File: src/rtl/hyperbus_target.sv
// HyperBus follower at word level: decodes the command/address, counts initial
// latency, and serves read/write bursts to a synchronous memory port plus ID0/CR0.
module hyperbus_target #(
    parameter int              WIDTH         = 8,
    parameter int              TACC_COUNT    = 5,
    parameter bit              FIXED_LATENCY = 1'b1,
    parameter int              WRAP_WORDS    = 16,
    parameter int              ADDR_LENGTH   = 32,
    parameter logic [15:0]     ID0_VALUE     = 16'h0c81,
    parameter logic [15:0]     CR0_RESET     = 16'h8f1f
) (
    input  logic                   clk,
    input  logic                   rst,
    input  logic                   hbus_rstn,
    input  logic                   hbus_csn,
    input  logic [2*WIDTH-1:0]     dq_i,
    output logic [2*WIDTH-1:0]     dq_o,
    output logic                   dq_oe,
    input  logic [1:0]             rwds_i,
    output logic [1:0]             rwds_o,
    output logic                   rwds_oe,
    output logic [ADDR_LENGTH-1:0] mem_adr,
    output logic                   mem_re,
    input  logic [2*WIDTH-1:0]     mem_rdat,
    output logic                   mem_we,
    output logic [2*WIDTH-1:0]     mem_wdat,
    output logic [1:0]             mem_be,
    output logic [15:0]            cr0,
    output logic [2:0]             o_dbg_state
);

    typedef enum logic [2:0] {
        S_IDLE    = 3'd0,
        S_CA      = 3'd1,
        S_LATENCY = 3'd2,
        S_READ    = 3'd3,
        S_WRITE   = 3'd4,
        S_REGWR   = 3'd5,
        S_DONE    = 3'd6
    } state_t;

    localparam logic [7:0] LAT_INIT =
        8'((FIXED_LATENCY ? 2 * TACC_COUNT : TACC_COUNT) - 1);
    localparam logic [ADDR_LENGTH-1:0] CR0_ADR   = ADDR_LENGTH'(32'h800);
    localparam logic [ADDR_LENGTH-1:0] WRAP_MASK = ADDR_LENGTH'(WRAP_WORDS - 1);

    state_t                   r_state;
    state_t                   w_next_state;
    logic [31:0]              r_ca_hi;
    logic                     r_ca_cnt;
    logic                     r_rw;
    logic                     r_as;
    logic                     r_lin;
    logic [ADDR_LENGTH-1:0]   r_adr;
    logic [7:0]               r_lat;
    logic [2*WIDTH-1:0]       r_dq_o;
    logic [15:0]              r_cr0;

    logic                     w_active;
    logic [31:0]              w_ca_adr;
    logic [ADDR_LENGTH-1:0]   w_adr_inc;
    logic [ADDR_LENGTH-1:0]   w_adr_next;
    logic [15:0]              w_reg_rdata;
    logic                     w_rd_load;
    logic                     w_rd_adv;
    logic                     w_wr;

    // r_ca_hi holds ca[47:16]; the last CA word is decoded straight from dq_i.
    assign w_active  = hbus_rstn & ~hbus_csn;
    assign w_ca_adr  = {r_ca_hi[28:0], dq_i[2:0]};
    assign w_adr_inc = r_adr + 1'b1;
    assign w_adr_next = r_lin ? w_adr_inc
                              : ((r_adr & ~WRAP_MASK) | (w_adr_inc & WRAP_MASK));

    // Read pipeline: memory prefetch starts one cycle before the register load.
    assign w_rd_load = (r_state == S_READ) || (r_state == S_LATENCY && r_lat == 8'd0 && r_rw);
    assign w_rd_adv  = w_active && r_rw &&
                       ((r_state == S_READ) ||
                        (r_state == S_LATENCY && (r_lat == 8'd0 || (r_lat == 8'd1 && !r_as))));
    assign w_wr      = w_active && (r_state == S_WRITE);

    always_comb begin
        w_reg_rdata = 16'h0000;
        if (r_adr == '0)
            w_reg_rdata = ID0_VALUE;
        else if (r_adr == CR0_ADR)
            w_reg_rdata = r_cr0;
    end

    always_ff @(posedge clk or posedge rst) begin
        if (rst)
            r_state <= S_IDLE;
        else
            r_state <= w_next_state;
    end

    always_comb begin
        w_next_state = r_state;
        if (!hbus_rstn || hbus_csn) begin
            w_next_state = S_IDLE;
        end else begin
            case (r_state)
                S_IDLE:    w_next_state = S_CA;
                S_CA:      if (r_ca_cnt)
                               w_next_state = (r_ca_hi[30] && !r_ca_hi[31]) ? S_REGWR : S_LATENCY;
                S_LATENCY: if (r_lat == 8'd0)
                               w_next_state = r_rw ? S_READ : S_WRITE;
                S_READ:    w_next_state = S_READ;
                S_WRITE:   w_next_state = S_WRITE;
                S_REGWR:   w_next_state = S_DONE;
                S_DONE:    w_next_state = S_DONE;
                default:   w_next_state = S_IDLE;
            endcase
        end
    end

    always_comb begin
        dq_oe       = 1'b0;
        dq_o        = '0;
        rwds_oe     = 1'b0;
        rwds_o      = 2'b00;
        mem_re      = w_rd_adv && !r_as;
        mem_we      = w_wr;
        mem_adr     = r_adr;
        mem_wdat    = '0;
        mem_be      = 2'b00;
        cr0         = r_cr0;
        o_dbg_state = r_state;
        case (r_state)
            S_CA: begin
                rwds_oe = 1'b1;
                rwds_o  = FIXED_LATENCY ? 2'b11 : 2'b00;
            end
            S_READ: begin
                dq_oe   = 1'b1;
                dq_o    = r_dq_o;
                rwds_oe = 1'b1;
                rwds_o  = 2'b10;
            end
            default: ;
        endcase
        // RWDS high on a write masks that byte.
        if (w_wr) begin
            mem_wdat = dq_i;
            mem_be   = ~rwds_i;
        end
    end

    always_ff @(posedge clk or posedge rst) begin
        if (rst) begin
            r_ca_hi  <= '0;
            r_ca_cnt <= 1'b0;
            r_rw     <= 1'b0;
            r_as     <= 1'b0;
            r_lin    <= 1'b0;
            r_adr    <= '0;
            r_lat    <= '0;
            r_dq_o   <= '0;
            r_cr0    <= CR0_RESET;
        end else if (!hbus_rstn) begin
            r_ca_hi  <= '0;
            r_ca_cnt <= 1'b0;
            r_rw     <= 1'b0;
            r_as     <= 1'b0;
            r_lin    <= 1'b0;
            r_adr    <= '0;
            r_lat    <= '0;
            r_dq_o   <= '0;
            r_cr0    <= CR0_RESET;
        end else begin
            if (r_state == S_IDLE && !hbus_csn) begin
                r_ca_hi[31:16] <= dq_i[15:0];
                r_ca_cnt       <= 1'b0;
            end
            if (r_state == S_CA) begin
                r_ca_cnt <= 1'b1;
                if (!r_ca_cnt) begin
                    r_ca_hi[15:0] <= dq_i[15:0];
                end else begin
                    r_rw  <= r_ca_hi[31];
                    r_as  <= r_ca_hi[30];
                    r_lin <= r_ca_hi[29];
                    r_adr <= ADDR_LENGTH'(w_ca_adr);
                    r_lat <= LAT_INIT;
                end
            end
            if (r_state == S_LATENCY && r_lat != 8'd0)
                r_lat <= r_lat - 8'd1;
            if (r_state == S_REGWR && w_active && r_adr == CR0_ADR)
                r_cr0 <= dq_i[15:0];
            if (w_rd_load && w_active)
                r_dq_o <= r_as ? (2*WIDTH)'(w_reg_rdata) : mem_rdat;
            if (w_rd_adv || w_wr)
                r_adr <= w_adr_next;
        end
    end

endmodule

File: config.mk
export PLATFORM = sky130hd
export DESIGN_NAME = hyperbus_target
export DESIGN_NICKNAME = d
export VERILOG_FILES = /design/src/rtl/hyperbus_target.sv
export SDC_FILE = /design/constraint.sdc
export NUM_CORES = 1
export LEC_CHECK = 0
export BUFFER_PORTS_ARGS = -buffer_cell sky130_fd_sc_hd__buf_2
export CAP_MARGIN = 5
export CELL_PAD_IN_SITES_DETAIL_PLACEMENT = 1
export CELL_PAD_IN_SITES_GLOBAL_PLACEMENT = 1
export CORE_UTILIZATION = 44
export CTS_CLUSTER_SIZE = 10
export DETAILED_ROUTE_END_ITERATION = 7
export GPL_TIMING_DRIVEN = 0
export HOLD_SLACK_MARGIN = 0.1
export PLACE_DENSITY_LB_ADDON = 0.12
export SLEW_MARGIN = 10
export SYNTH_ARGS = -nofsm -noshare
export SYNTH_HDL_FRONTEND = slang
export SYNTH_SLANG_ARGS = --single-unit
File: constraint.sdc
create_clock -name clk -period 7.1 [get_ports clk]
set_input_delay 1.065 -clock clk [delete_from_list [all_inputs] [get_ports clk]]
set_output_delay 1.065 -clock clk [all_outputs]
set_load 0.01 [all_outputs]
==> flow_summary_export.csv, run 1 <==
group,metric,value,unit
logic_synthesis,synth_ff_type,"dfrtp_1",
finish,antenna_cells,0,
route,drt.antenna.violating_nets,0,
setup_path,critical_path_class,"in -> out",
finish,final_cell_mix,"nand2_1 (154), buf_2 (131), dfrtp_1 (101)",
hold_path,hp-start,"r_ca_hi[6]",
die,ios,129,
route,dr.pass1.iters,5,
logic_synthesis,synth_edf_count,0,
placement,dp_hpwl,16400,um
placement,dpl_cell_area,7020,um^2
clocking,cts_buffers,9,
outcome,status,"finished clean",
finish,finalNonFillerCells,1026,
timing,fin_worst_skew,6.57,ps
clocking,post-cts-setup-buffers,0,
setup_path,path_delay_family,"simple AND/OR/NAND/NOR gates",
logic_synthesis,synth_area_leader_cell,"dfrtp_1",
clocking,clock-root-buffer,"clkbuf_16",
logic_synthesis,synthTopCellsByArea,"dfrtp_1 (41%), nand2_1 (9.4%), dfstp_2 (4.3%), a21boi_0 (3.8%), nand3_1 (2.9%)",
clocking,h-tree-depth,3,
route,route.detailed.drc,0,
timing,rsz0062_at_grt,"no",
hold_path,min_path_type,"reg -> reg",
setup_path,worstPathRequired,6030,ps
logic_synthesis,syn_nets,748,
finish,postLayoutCellArea,7300,um^2
setup_path,cp_slowest_cell,"nor2b_1",
finish,final_nets,888,
setup_path,cp_cell_sequence,"buf_2, nor2b_1, and3_1, clkbuf_1, clkbuf_1, and2_1, buf_2",
pwr,peakVddDrop,118,uV
logic_synthesis,yosys_warnings,0,
finish,final_core_util,54.5,%
placement,gp_congestion,0.860,
logic_synthesis,synth_top_area_share,41.2,%
placement,io_buffers,128,
global_route,gr-total-overflow,0,
global_route,grt_pass1_vias,6278,
clocking,clk_path_buf_depth,2,
route,dr_total_vias,6125,
route,routed_wl,21800,um
setup_path,worstSetupEndpointType,"output pin",
logic_synthesis,ys_ff_latch,111,
timing,fin_crit_sh,56.4,%
finish,drive_above_1_share,20.1,%
die,die_y,120,um
setup_path,cp.buffers_inverters,4,
logic_synthesis,avgSynthCellArea,8.70,um^2
setup_path,slowest_delay,510,ps
setup_path,arrival,2940,ps
global_route,track_usage,31.5,%
global_route,antenna_found_initial,0,
clocking,cts_tree,"built",
pwr,p_leak,0.00339,uW
finish,layout_commonest_cell,"nand2_1",
run,drv_cap,0,
logic_synthesis,syn_area,6130,um^2
setup_path,worstReg2RegStart,"mem_adr[0]",
timing,setup_slack,3100,ps
clocking,clkSinkCount,111,
die,dieArea,14400,um^2
placement,numPlacedInstances,1010,
clocking,cts.clk_slew.worst_paths,80,ps
setup_path,crit_start,"hbus_rstn",
die,start_util,45.8,%
die,chipWidth,120,um
logic_synthesis,yosysSeqAreaShare,45.5,%
die,fp.coreArea,13400,um^2
timing,slew_viol_final,0,
route,drtIter0Drc,450,
logic_synthesis,async_reset_ff_share,100,%
timing,max_freq,250,MHz
logic_synthesis,syn_inst,705,
setup_path,cp_max_fo,10,
finish,area_growth,19.1,%
setup_path,worstSetupStartpointType,"primary input",
timing,fin_crit,4000,ps
logic_synthesis,synthDistinctLibCells,61,
route,drt-wirelength-per-cell,21.3,um
placement,place_ws,3130,ps
global_route,grt_first_pass_wirelength,34700,um
timing,fin_tns_setup,0,ps
global_route,grt_max_degree,88,
timing,setup_viol,0,
clocking,holdBufCountCts,0,
clocking,cts-resized-gates,0,
timing,relSlewSlack,11.8,%
finish,final.fill_count,1652,
timing,tightest_slew,1310,ps
die,placementRows,42,
route,avgViaCountPerCell,5.97,
pwr,cellPowerDensity,172,nW/um^2
clocking,clk_latency,360,ps
timing,hold_viol_final,0,
[path summary, 6_finish.rpt]
kind                                endpoint  cells after the start  slack (ps)
worst min-delay path              mem_adr[9]                      2         500
worst max register to register        cr0[9]                      9        4020
worst max-delay path            mem_wdat[11]                      7        3100
worst min register to register    mem_adr[9]                      2         500
min in group asynchronous         mem_adr[8]                      2         660
max in group asynchronous             cr0[2]                      3        5720
[flip-flops by register name, summed over array words and instances (netlist names)]
signal       flops
mem_adr         32
r_ca_hi         32
cr0             16
r_dq_o          16
r_lat            8
o_dbg_state      3
r_as             1
r_ca_cnt         1
r_lin            1
r_rw             1
[per-layer routing]
metal | GRT usage [%] | wire length (um)
met5 | 0 | 0
met4 | 10.2 | 593
met3 | 5.70 | 1160
met2 | 51.1 | 10500
met1 | 42.5 | 9610
[metrics by stage]
step | power, uW | hold slack [ps]
after CTS | 1270 | 502
after global routing | 1300 | 529
final | 1260 | 499
after floorplan | 721 | 456
after detailed placement | 774 | 484
after global placement | 767 | 481
[synthesized netlist by cell type, types with 8 or more instances]
cell	n
and2_1	21
nand3_1	36
clkbuf_1	40
o211ai_1	8
dfrtp_1	101
a31oi_1	14
nand2_1	154
nor3b_1	14
o21ai_1	16
dfstp_2	10
mux2i_1	10
and3_1	27
a21boi_0	31
nor2_1	19
o21ai_0	22
a21oi_1	15
nor4_1	12
inv_1	15
nor2b_1	10
nor3_1	19
[final cells by class]
class / instances / area [um^2] / share of cell area, %
Clock inverter: 7 / 55.1 / 0.754
Tap cell: 176 / 220 / 3.01
Timing Repair Buffer: 129 / 668 / 9.15
Inverter: 15 / 61.3 / 0.839
Clock buffer: 9 / 225 / 3.08
Multi-Input combinational cell: 532 / 3090 / 42.3
Buffer: 47 / 191 / 2.62
Sequential cell: 111 / 2790 / 38.2
[where the power goes]
part           internal (uW)  leakage, uW  switching [uW]
clock                    243     0.000138             253
sequential               644      0.00150            10.9
combinational           33.1      0.00175            74.1
[tightest hold or removal path: stages, from the launching register on]
cell	delay, ps
dfrtp_1	350
nand2_1	60
o311ai_1	60
[logic make-up (layout without fill, tap and decap cells)]
| group | after synthesis | in the layout | share of synthesized area [%] |
|---|---|---|---|
| adder cells (fa/ha/maj) | 5 | 5 | 1.02 |
| multiplexers | 10 | 10 | 1.63 |
| XOR/XNOR | 4 | 4 | 0.571 |
| buffers and inverters | 62 | 207 | 4.04 |
| flip-flops | 111 | 111 | 45.5 |
| AND/OR/NAND/NOR | 345 | 345 | 28.2 |
| AO/OA/AOI/OAI | 168 | 168 | 19.0 |
Power figures use the tool's default switching activity.
==> run 2, diff against run 1 <==
--- a/config.mk
+++ b/config.mk
@@ -9,7 +9,7 @@
 export CAP_MARGIN = 5
 export CELL_PAD_IN_SITES_DETAIL_PLACEMENT = 1
 export CELL_PAD_IN_SITES_GLOBAL_PLACEMENT = 1
-export CORE_UTILIZATION = 44
+export CORE_UTILIZATION = 41
 export CTS_CLUSTER_SIZE = 10
 export DETAILED_ROUTE_END_ITERATION = 7
 export GPL_TIMING_DRIVEN = 0
==> constraint.sdc (replaced) <==
create_clock -name clk -period 3.9 [get_ports clk]
set_input_delay 0.585 -clock clk [delete_from_list [all_inputs] [get_ports clk]]
set_output_delay 0.585 -clock clk [all_outputs]
set_load 0.01 [all_outputs]
==> run 2 against run 1 <==
Effect of this change: clock-buffer cell count grew 1; critical path depth grew 2; die area grew 7.2%; highest routed layer unchanged; sequential cell count is the same; largest power group unchanged; critical endpoint is now cr0[4].
==> flow_summary_export.csv, run 2 (synthesis gave the netlist of run 1 again) <==
group,metric,value,unit
outcome,status,"finished clean",
setup_path,cp_max_fo,10,
clocking,holdBufCountCts,0,
timing,slew_viol_final,0,
die,placementRows,44,
placement,dp_hpwl,16800,um
timing,setup_viol,0,
die,ios,129,
finish,final_nets,888,
pwr,peakVddDrop,211,uV
timing,max_freq,315,MHz
finish,postLayoutCellArea,7350,um^2
global_route,track_usage,29.4,%
placement,place_ws,769,ps
clocking,cts_tree,"built",
route,dr.pass1.iters,5,
clocking,cts_buffers,9,
timing,fin_crit,3180,ps
clocking,post-cts-setup-buffers,0,
timing,relSlewSlack,41.4,%
finish,antenna_cells,0,
die,die_y,124,um
die,dieArea,15400,um^2
clocking,clock-root-buffer,"clkbuf_16",
die,fp.coreArea,14600,um^2
finish,final_core_util,50.4,%
route,drtIter0Drc,343,
timing,fin_worst_skew,7.89,ps
global_route,grt_first_pass_wirelength,35500,um
die,start_util,42.0,%
timing,rsz0062_at_grt,"no",
clocking,cts-resized-gates,0,
timing,tightest_slew,872,ps
placement,dpl_cell_area,7030,um^2
clocking,clkSinkCount,111,
clocking,h-tree-depth,3,
route,routed_wl,22300,um
finish,drive_above_1_share,20.2,%
timing,hold_viol_final,0,
clocking,cts.clk_slew.worst_paths,80,ps
route,drt-wirelength-per-cell,21.6,um
global_route,grt_max_degree,70,
route,dr_total_vias,6153,
setup_path,worstSetupStartpointType,"flip-flop",
setup_path,cp.buffers_inverters,2,
run,drv_cap,0,
placement,gp_congestion,0.906,
route,drt.antenna.violating_nets,0,
setup_path,arrival,3450,ps
setup_path,critical_path_class,"reg -> reg",
finish,final.fill_count,1779,
global_route,grt_pass1_vias,6406,
setup_path,cp_slowest_cell,"nor3_1",
route,avgViaCountPerCell,5.95,
die,chipWidth,124,um
setup_path,path_delay_family,"simple AND/OR/NAND/NOR gates",
global_route,gr-total-overflow,0,
setup_path,cp_cell_sequence,"inv_1, ha_1, nor4b_1, and4_1, nand3_1, nor3_1, buf_2, mux2i_1, nand2_1",
clocking,clk_path_buf_depth,2,
route,route.detailed.drc,0,
clocking,clk_latency,360,ps
setup_path,worstPathRequired,4170,ps
finish,area_growth,19.8,%
hold_path,min_path_type,"in -> async",
timing,setup_slack,725,ps
finish,final_cell_mix,"nand2_1 (154), buf_2 (131), dfrtp_1 (101)",
timing,hold-worst-slack,237,ps
pwr,p_leak,0.00340,uW
finish,layout_commonest_cell,"nand2_1",
global_route,antenna_found_initial,0,
placement,io_buffers,128,
timing,fin_crit_sh,81.4,%
setup_path,worstSetupEndpointType,"flip-flop",
pwr,cellPowerDensity,324,nW/um^2
setup_path,slowest_delay,640,ps
## run 2: cell count changes in the layout (fill, tap and decap cells not counted)
cell,delta
clkbuf_8,+1
clkinvlp_4,+1
bufinv_16,+1
nor4_2,+1
nor4_1,-1
inv_8,-1
clkinv_2,-1
clkinv_4,-1
## run 2: cell type report
type	instances	area, um^2	share of cell area (%)
Timing Repair Buffer	129	668	9.09
Tap cell	184	230	3.13
Clock buffer	10	239	3.25
Inverter	15	61.3	0.834
Buffer	47	191	2.61
Sequential cell	111	2790	38.0
Multi-Input combinational cell	532	3100	42.2
Clock inverter	6	67.6	0.920
## run 2: power by group
part	switching (uW)	leakage (uW)	internal (uW)
Combinational	137	0.00175	60.5
Sequential	20.4	0.00150	1170
Clock	470	0.000145	521
## run 2: per-stage QoR
step	power (uW)	cells	setup TNS, ps
floorplan	1310	705	0
global placement	1400	1017	-107830
detailed placement	1410	1018	0
CTS	2390	1034	0
global route	2460	1034	0
finish	2380	1034	0
## run 2: final timing paths
kind | start | end | slack [ps] | cells after the start
min in group clk | r_dq_o[6] | r_dq_o[6] | 510 | 2
worst min register to register | r_dq_o[6] | r_dq_o[6] | 510 | 2
max in group asynchronous | rst | cr0[4] | 2920 | 3
worst min-delay path | rst | mem_adr[0] | 240 | 2
worst max register to register | mem_adr[0] | cr0[4] | 720 | 9
worst max-delay path | mem_adr[0] | cr0[4] | 720 | 9
## run 2: worst register-to-register path: cells and delay by family (launching register included)
kind	cells	cell delay, ps
muxes	1	240
and+or+nand+nor	5	1590
buffers and inverters	2	540
adders and majority gates	1	280
DFF	1	440
## run 2: routing by layer
layer	up-vias	share of wire [%]	GRT usage, %
met5	-	0	0
met1	3157	46	41.2
met2	172	48	47.2
met3	39	4.1	3.65
met4	0	2.3	9.64
li1	2785	-	-
==> run 3, diff against run 2 <==
--- a/config.mk
+++ b/config.mk
@@ -5,11 +5,12 @@
 export SDC_FILE = /design/constraint.sdc
 export NUM_CORES = 1
 export LEC_CHECK = 0
+export ABC_AREA = 1
 export BUFFER_PORTS_ARGS = -buffer_cell sky130_fd_sc_hd__buf_2
 export CAP_MARGIN = 5
 export CELL_PAD_IN_SITES_DETAIL_PLACEMENT = 1
 export CELL_PAD_IN_SITES_GLOBAL_PLACEMENT = 1
-export CORE_UTILIZATION = 41
+export CORE_UTILIZATION = 40
 export CTS_CLUSTER_SIZE = 10
 export DETAILED_ROUTE_END_ITERATION = 7
 export GPL_TIMING_DRIVEN = 0
==> constraint.sdc (replaced) <==
create_clock -name clk -period 3.27 [get_ports clk]
set_input_delay 0.4905 -clock clk [delete_from_list [all_inputs] [get_ports clk]]
set_output_delay 0.4905 -clock clk [all_outputs]
set_load 0.01 [all_outputs]
==> run 3 against run 2 <==
Effect of this change: clock power up 23%; highest routed layer unchanged; register-to-register slack better by 240 ps; largest power group unchanged; clock skew down 0.77 ps; sequential share of layout area down 2.7 points; clock-buffer cell count up 2; first-iteration DRC count up 5.8%; critical path type is now reg -> out; global-route usage down 0.24 points.
==> flow_summary_export.csv, run 3 <==
group,metric,value,unit
route,dr_total_vias,6892,
hold_path,min_path_type,"in -> async",
pwr,p_leak,0.00410,uW
clocking,cts.clk_slew.worst_paths,70,ps
die,ios,129,
logic_synthesis,synth_edf_count,0,
global_route,gr-total-overflow,0,
run,drv_cap,0,
timing,relSlewSlack,55.9,%
logic_synthesis,synth_top_cells_by_count,"nand2_1 (316), nand3_1 (123), inv_1 (112)",
pwr,p_comb_share,16.5,%
pwr,fin_total_pwr,3310,uW
pwr,peakVddDrop,257,uV
route,dr.pass1.iters,5,
finish,final_nets,1146,
timing,slew_viol_final,0,
global_route,antenna_found_initial,0,
timing,hold-worst-slack,220,ps
logic_synthesis,synth_most_common_cell,"nand2_1",
setup_path,cp_cell_sequence,"nor2_1, nand3_1, buf_2, buf_1, nor2_1, buf_2",
setup_path,cp_max_fo,10,
finish,drive_above_1_share,17.1,%
setup_path,cp.buffers_inverters,3,
clocking,clock-root-buffer,"clkbuf_16",
clocking,cts-resized-gates,0,
route,drt.antenna.violating_nets,0,
placement,dp_hpwl,18300,um
die,start_util,41.4,%
die,placementRows,46,
logic_synthesis,syn_inst,962,
timing,hold_viol_final,0,
logic_synthesis,synthDistinctLibCells,36,
global_route,track_usage,29.2,%
die,dieArea,17100,um^2
timing,rsz0062_at_grt,"no",
logic_synthesis,synth_ff_type,"dfrtp_1",
finish,area_growth,19.4,%
timing,setup_viol,0,
logic_synthesis,ys_ff_latch,111,
pwr,internal_power,2310,uW
finish,final_cell_mix,"nand2_1 (316), buf_2 (137), nand3_1 (123)",
timing,fin_tns_setup,0,ps
logic_synthesis,syn_nets,1005,
pwr,pwr-share-seq,46.8,%
finish,antenna_cells,0,
setup_path,worstSetupEndpointType,"output pin",
logic_synthesis,synthTopCellsByArea,"dfrtp_1 (38%), nand2_1 (18%), nand3_1 (9.3%), inv_1 (6.3%), nor2_1 (5.7%)",
die,die_y,131,um
clocking,holdBufCountCts,0,
global_route,grt_first_pass_wirelength,37400,um
clocking,clkSinkCount,111,
setup_path,arrival,2110,ps
global_route,grt_pass1_vias,6846,
route,avgViaCountPerCell,5.21,
logic_synthesis,yosys_warnings,0,
setup_path,path_delay_family,"buffers and inverters",
pwr,cellPowerDensity,419,nW/um^2
finish,final_core_util,49.4,%
timing,tightest_slew,661,ps
logic_synthesis,yosysSeqAreaShare,42.1,%
route,route.detailed.drc,0,
finish,layout_commonest_cell,"nand2_1",
timing,fin_worst_skew,7.12,ps
route,drt-wirelength-per-cell,17.9,um
global_route,grt_max_degree,35,
placement,gp_congestion,0.877,
clocking,h-tree-depth,3,
setup_path,worstPathRequired,2780,ps
logic_synthesis,syn_area,6620,um^2
pwr,pwr-share-clk,36.8,%
logic_synthesis,synth_area_leader_cell,"dfrtp_1",
clocking,post-cts-setup-buffers,0,
clocking,clk_path_buf_depth,2,
setup_path,worstSetupStartpointType,"flip-flop",
placement,io_buffers,127,
setup_path,critical_path_class,"reg -> out",
die,fp.coreArea,16000,um^2
finish,final.fill_count,2169,
timing,fin_crit_sh,79.7,%
pwr,switchingPower,999,uW
setup_path,slowest_delay,470,ps
die,chipWidth,131,um
clocking,cts_buffers,9,
clocking,cts_tree,"built",
pwr,switching_share,30.2,%
timing,max_freq,384,MHz
route,drtIter0Drc,363,
logic_synthesis,avgSynthCellArea,6.88,um^2
logic_synthesis,async_reset_ff_share,100,%
clocking,clk_latency,360,ps
logic_synthesis,synth_top_area_share,38.2,%
route,routed_wl,23600,um
timing,fin_crit,2600,ps
outcome,status,"finished clean",
setup_path,cp_slowest_cell,"buf_1",
==> run 3: cell types whose count changed after synthesis, moves of 20 or more <==
cell      previous run  this run
and3_1              27         0
nand2_1            154       316
nor2_1              19       100
nand3_1             36       123
clkbuf_1            40        20
a21boi_0            31         0
o21ai_0             22        56
inv_1               15       112
==> run 3: metrics by stage <==
stage / cell area [um^2] / setup WS, ps / std cells
2_1_floorplan: 6630 / 1250 / 962
3_3_place_gp: 7530 / 561 / 1305
3_5_place_dp: 7600 / 790 / 1308
4_1_cts: 7910 / 670 / 1324
5_1_grt: 7910 / 461 / 1324
6_report: 7910 / 665 / 1324
==> run 3: routing by layer <==
layer	track usage, %	part of all wire, %	wire, um	up-vias
li1	-	-	-	3334
met1	37.8	44	10400	3323
met2	49.4	49	11600	195
met3	3.99	4.3	1020	40
met4	11.4	2.5	581	0
met5	0	0	0	-
==> run 3: worst reg2reg max path: cells and delay by family (launching register included) <==
kind	cells	cell delay, ps
flops	1	450
simple gates	11	1540
fa+ha+maj	1	230
==> run 3: cells by family after synthesis <==
logic type / count (synthesis) / synth area share [%]
adders and majority gates: 5 / 0.945
xor gates and xnor gates: 16 / 2.12
DFF: 111 / 42.1
buffers and inverters: 157 / 9.37
AOI/OAI and AO/OA: 99 / 8.81
and+or+nand+nor: 572 / 36.3
muxes: 2 / 0.340
==> run 3: power groups by stage <==
stage                     sequential, uW  clock [uW]  combinational (uW)
after floorplan                     1560           0                 322
after global placement              1570           0                 521
after detailed placement            1570           0                 545
after CTS                           1550        1230                 549
after global routing                1560        1290                 612
final                               1550        1220                 546
==> run 3: path summary, 6_finish.rpt <==
kind | slack [ps] | from | depth (start not counted) | to
worst max-delay path | 670 | o_dbg_state[1] | 6 | mem_wdat[12]
max in group asynchronous | 2280 | rst | 4 | r_dq_o[14]
worst max register to register | 960 | mem_adr[1] | 12 | mem_adr[26]
min in group clk | 390 | dq_i[8] | 3 | r_ca_hi[24]
worst min register to register | 520 | r_ca_hi[4] | 2 | r_ca_hi[4]
worst min-delay path | 220 | rst | 2 | r_lat[6]
==> run 3: final cells by class <==
type / instances / area (um^2) / share of cell area (%)
well taps: 216 / 270 / 3.42
clock buffers: 12 / 236 / 2.99
inverters: 115 / 435 / 5.51
multi-input cells: 694 / 3210 / 40.6
flip-flops and latches: 111 / 2790 / 35.3
plain buffers: 42 / 189 / 2.39
repair buffers: 130 / 703 / 8.89
clock inverters: 4 / 72.6 / 0.918
